## config.mk

```make
export PLATFORM = sky130hd
export DESIGN_NAME = serial_adder
export DESIGN_NICKNAME = d
export VERILOG_FILES = /design/src/rtl/serial_adder.sv
export SDC_FILE = /design/constraint.sdc
export NUM_CORES = 1
export LEC_CHECK = 0
export CAP_MARGIN = 25
export CELL_PAD_IN_SITES_DETAIL_PLACEMENT = 1
export CELL_PAD_IN_SITES_GLOBAL_PLACEMENT = 2
export CORE_MARGIN = 2
export CORE_UTILIZATION = 30
export DETAILED_ROUTE_END_ITERATION = 16
export PLACE_DENSITY = 0.85
export SYNTH_ARGS = -nofsm -noshare
export SYNTH_HDL_FRONTEND = slang
export SYNTH_SLANG_ARGS = --single-unit
```

## constraint.sdc

```tcl
create_clock -name clk -period 1.35 [get_ports clk]
set_input_delay 0.135 -clock clk [delete_from_list [all_inputs] [get_ports clk]]
set_output_delay 0.135 -clock clk [all_outputs]
set_load 0.05 [all_outputs]
```

## src/rtl/serial_adder.sv

```systemverilog
// Bit-serial unsigned adder: two half adders form a full adder around a carry
// flop, processing the loaded operands LSB-first, one bit per clock.

module half_adder (
   input  logic x,
   input  logic y,
   output logic sum,
   output logic carry
);
   assign sum   = x ^ y;
   assign carry = x & y;
endmodule

module serial_adder #(
   parameter int WIDTH = 4
) (
   input  logic             clk,
   input  logic             rst,
   input  logic             start,
   input  logic [WIDTH-1:0] a,
   input  logic [WIDTH-1:0] b,
   output logic             busy,
   output logic             done,
   output logic [WIDTH-1:0] sum,
   output logic             carry_out
);
   localparam int CW = (WIDTH > 1) ? $clog2(WIDTH) : 1;
   localparam logic [CW-1:0] LAST_BIT = CW'(WIDTH - 1);

   typedef enum logic {
      IDLE = 1'b0,
      RUN  = 1'b1
   } state_t;

   state_t           state_r, state_s;
   logic [WIDTH-1:0] a_sr_r, a_sr_s;
   logic [WIDTH-1:0] b_sr_r, b_sr_s;
   logic [WIDTH-1:0] sum_sr_r, sum_sr_s;
   logic             carry_r, carry_s;
   logic [CW-1:0]    count_r, count_s;
   logic [WIDTH-1:0] sum_r, sum_s;
   logic             carry_out_r, carry_out_s;
   logic             busy_r, busy_s;
   logic             done_r, done_s;

   logic             h1_sum_s, h1_carry_s;
   logic             h2_sum_s, h2_carry_s;
   logic             bit_carry_s;
   logic [WIDTH-1:0] shifted_sum_s;

   half_adder u_h1 (
      .x     (a_sr_r[0]),
      .y     (b_sr_r[0]),
      .sum   (h1_sum_s),
      .carry (h1_carry_s)
   );

   half_adder u_h2 (
      .x     (h1_sum_s),
      .y     (carry_r),
      .sum   (h2_sum_s),
      .carry (h2_carry_s)
   );

   assign bit_carry_s = h1_carry_s | h2_carry_s;
   // Written as a shift/OR so the expression stays legal for WIDTH=1.
   assign shifted_sum_s = (sum_sr_r >> 1) | (WIDTH'(h2_sum_s) << (WIDTH - 1));

   // Next-state, datapath and output-register decode.
   always_comb begin
      state_s     = state_r;
      a_sr_s      = a_sr_r;
      b_sr_s      = b_sr_r;
      sum_sr_s    = sum_sr_r;
      carry_s     = carry_r;
      count_s     = count_r;
      sum_s       = sum_r;
      carry_out_s = carry_out_r;
      done_s      = 1'b0;
      case (state_r)
         IDLE: begin
            if (start) begin
               a_sr_s   = a;
               b_sr_s   = b;
               sum_sr_s = {WIDTH{1'b0}};
               carry_s  = 1'b0;
               count_s  = {CW{1'b0}};
               state_s  = RUN;
            end else begin
               state_s = IDLE;
            end
         end
         RUN: begin
            a_sr_s   = a_sr_r >> 1;
            b_sr_s   = b_sr_r >> 1;
            sum_sr_s = shifted_sum_s;
            carry_s  = bit_carry_s;
            if (count_r == LAST_BIT) begin
               sum_s       = shifted_sum_s;
               carry_out_s = bit_carry_s;
               done_s      = 1'b1;
               count_s     = {CW{1'b0}};
               state_s     = IDLE;
            end else begin
               count_s = count_r + CW'(1);
               state_s = RUN;
            end
         end
         default: begin
            state_s = IDLE;
         end
      endcase
      busy_s = (state_s == RUN);
   end

   // State and datapath registers; rst overrides every other update.
   always_ff @(posedge clk) begin
      if (rst) begin
         state_r     <= IDLE;
         a_sr_r      <= {WIDTH{1'b0}};
         b_sr_r      <= {WIDTH{1'b0}};
         sum_sr_r    <= {WIDTH{1'b0}};
         carry_r     <= 1'b0;
         count_r     <= {CW{1'b0}};
         sum_r       <= {WIDTH{1'b0}};
         carry_out_r <= 1'b0;
         busy_r      <= 1'b0;
         done_r      <= 1'b0;
      end else begin
         state_r     <= state_s;
         a_sr_r      <= a_sr_s;
         b_sr_r      <= b_sr_s;
         sum_sr_r    <= sum_sr_s;
         carry_r     <= carry_s;
         count_r     <= count_s;
         sum_r       <= sum_s;
         carry_out_r <= carry_out_s;
         busy_r      <= busy_s;
         done_r      <= done_s;
      end
   end

   assign busy      = busy_r;
   assign done      = done_r;
   assign sum       = sum_r;
   assign carry_out = carry_out_r;
endmodule

```

==> metrics.cfg <==
[setup_path]
reg2reg_to = sum[2]
ff2ff_path_depth = 4
regToRegSetupSlack_ns = 0.15
worstReg2RegStart = count_r[0]
critPathRequiredTime_ns = 1.59
critPathMaxFanout = 7
crit_type = reg -> reg
crit_arrival_ns = 1.44
startpoint_type = flip-flop
end_kind = flip-flop

[finish]
layout_common_cells = dfxtp_1 (21), a21oi_1 (11), clkdlybuf4s50_1 (10)
regArea_um2 = 420
multi_input_area_um2 = 434
num-nets-final = 126
drive_gt1_frac = 0.214
syn2layout_area_growth_pct = 37.2
fillers = 326
fin_area_mm2 = 0.00124
final_common_cell = dfxtp_1
fin_cells = 143
n_antenna_cell = 0

[yosys]
synth_cell_types = 18
postSynthAreaPerCell_um2 = 10.0
synth_area_um2 = 902
synth_seq_cells = 21
ys_seq_area_frac = 0.466
syn_inst = 90
synth_fp_nets = 103
synth_top_cell_area_share = 0.466
synth_area_leaders = dfxtp_1 (47%), mux2i_1 (8.9%), or3b_1 (6.8%)
synth_area_leader_cell = dfxtp_1
yosys_warnings = 0

[pwr]
switchingPower_uw = 286
ir_drop_v = 0.000390
netSwitchingFraction = 0.252
powerDensity_mw_per_mm2 = 917
p_clk_frac = 0.265
pwr-share-seq = 0.585
p_leak_nw = 0.482
p_int_uw = 848
pwr-share-comb = 0.150

[floorplanning]
die_area_mm2 = 0.00346
start_util = 0.322
row_count = 19
fp.dieH_um = 58.8
die_w_um = 58.8
io_pins = 18
core_mm2 = 0.00281

[place]
pre_cts_slack_ns = 0.0586
place.port_buffers = 17
place_congestion = 0.710
place_inst = 139
dp_hpwl_um = 1380
dpl_cell_area_mm2 = 0.00121

[routing]
route.detailed.drc = 1
vias = 706
viasPerCell = 4.94
wl_per_cell_um = 12.7
ant_nets = 0
drt_wl_total_um = 1820
drt_pre_antenna_iters = 10
first_iter_violations = 5

[status]
status = finished with violations
violations = design-rule violations

[sta]
min_period_over_period = 0.887
fin_worst_skew_ns = 0.00183
fin_crit_ns = 1.20
holdWs_ns = 0.444
slew_headroom = 0.847
tns_ns = 0
tightest_slew_ns = 0.230
rsz0062_at_grt = false
fmax_ghz = 0.835
setup_viol = 0
worst_slack_ns = 0.152
hold_viol = 0
slew_viol_final = 0

[hold_path]
whs_path_depth = 3
hold_path.class = in -> reg
hold_path_end = b_sr_r[3]
min-delay-start = b[3]

[grt]
grt_overflow = 0
grtUsageTotal = 0.124
grt_max_degree = 22
antenna_found_initial = 0
grt_pass1_vias = 745
grt_pass1_wl_um = 3310

[clock_tree]
root_buffer = clkbuf_4
clk_pin_slew_worst_paths_ns = 0.12
clkLatencyLatePin_ns = 0.30
cts.path.max_buffers = 2
cts_htree_levels = 1
cts_buffers = 3
holdBufCountCts = 0
cts_resized = 0
cts.sink_count = 21
cts_setup_buffers = 0
cts_tree = built

[run]
maxCapViolations = 0

[critical path, stage by stage, from the launching register on]
cell and delay, ns:
dfxtp_1 0.34, ha_1 0.28, buf_4 0.19, a21bo_2 0.20, a21oi_1 0.13
[metrics by stage]
stage	utilization	total power [mW]
finish	0.441	1.13
global route	0.441	1.20
CTS	0.441	1.16
detailed placement	0.431	0.848
global placement	0.431	0.844
floorplan	-	0.769
[synth_stat cells, drive strengths merged]
| cell type | number |
|---|---|
| buf | 4 |
| nand3 | 5 |
| fa | 1 |
| nand2 | 6 |
| ha | 1 |
| clkbuf | 3 |
| mux2i | 8 |
| dfxtp | 21 |
| a21bo | 5 |
| nor3 | 2 |
| a211oi | 6 |
| nor2 | 2 |
| inv | 1 |
| nor3b | 1 |
| nor2b | 6 |
| a21oi | 11 |
| or3b | 7 |
[cell families (layout without fill, tap and decap cells)]
kind of cell,count (synthesis),after routing,synth area share
compound gates,22,22,0.166
fa+ha+maj,2,2,0.0361
buf+inv,8,30,0.0527
flops,21,21,0.466
mux,8,8,0.0888
simple gates,29,29,0.190
[registers in the layout, summed over array words and instances (netlist names)]
register,count
carry_r,1
a_sr_r,4
busy,1
sum,4
b_sr_r,4
count_r,2
sum_sr_r,3
done,1
carry_out,1
[routing by layer]
layer | up-vias | GRT usage | part of all wire
met1 | 329 | 0.160 | 0.48
met3 | 2 | 0.0132 | 0.026
li1 | 366 | - | -
met4 | 0 | 0.0584 | 0.015
met2 | 9 | 0.206 | 0.48
met5 | - | 0 | 0
[power groups by stage]
stage	sequential [mW]	combinational (mW)	clock, mW
after floorplan	0.681	0.0883	0
after global placement	0.677	0.167	0
after detailed placement	0.678	0.170	0
after CTS	0.664	0.172	0.321
after global routing	0.669	0.187	0.348
final	0.663	0.170	0.301
[worst max path at each step]
stage | from | endpoint | slack, ns | cells past startpoint
after global placement | start | sum_sr_r[1] | 0.08 | 4
final | count_r[0] | sum[2] | 0.15 | 4
after floorplan | busy | a_sr_r[0] | 0.02 | 3
after global routing | count_r[0] | sum[1] | 0.05 | 4
after detailed placement | start | sum_sr_r[2] | 0.06 | 4
after CTS | count_r[0] | sum[2] | 0.13 | 4
[layout make-up]
class / instances / area share
clock buffers: 3 / 0.0182
clock inverters: 1 / 0.00404
inverters: 1 / 0.00303
multi-input cells: 61 / 0.351
flip-flops and latches: 21 / 0.340
well taps: 31 / 0.0313
repair buffers: 25 / 0.253
Power figures use the tool's default switching activity.
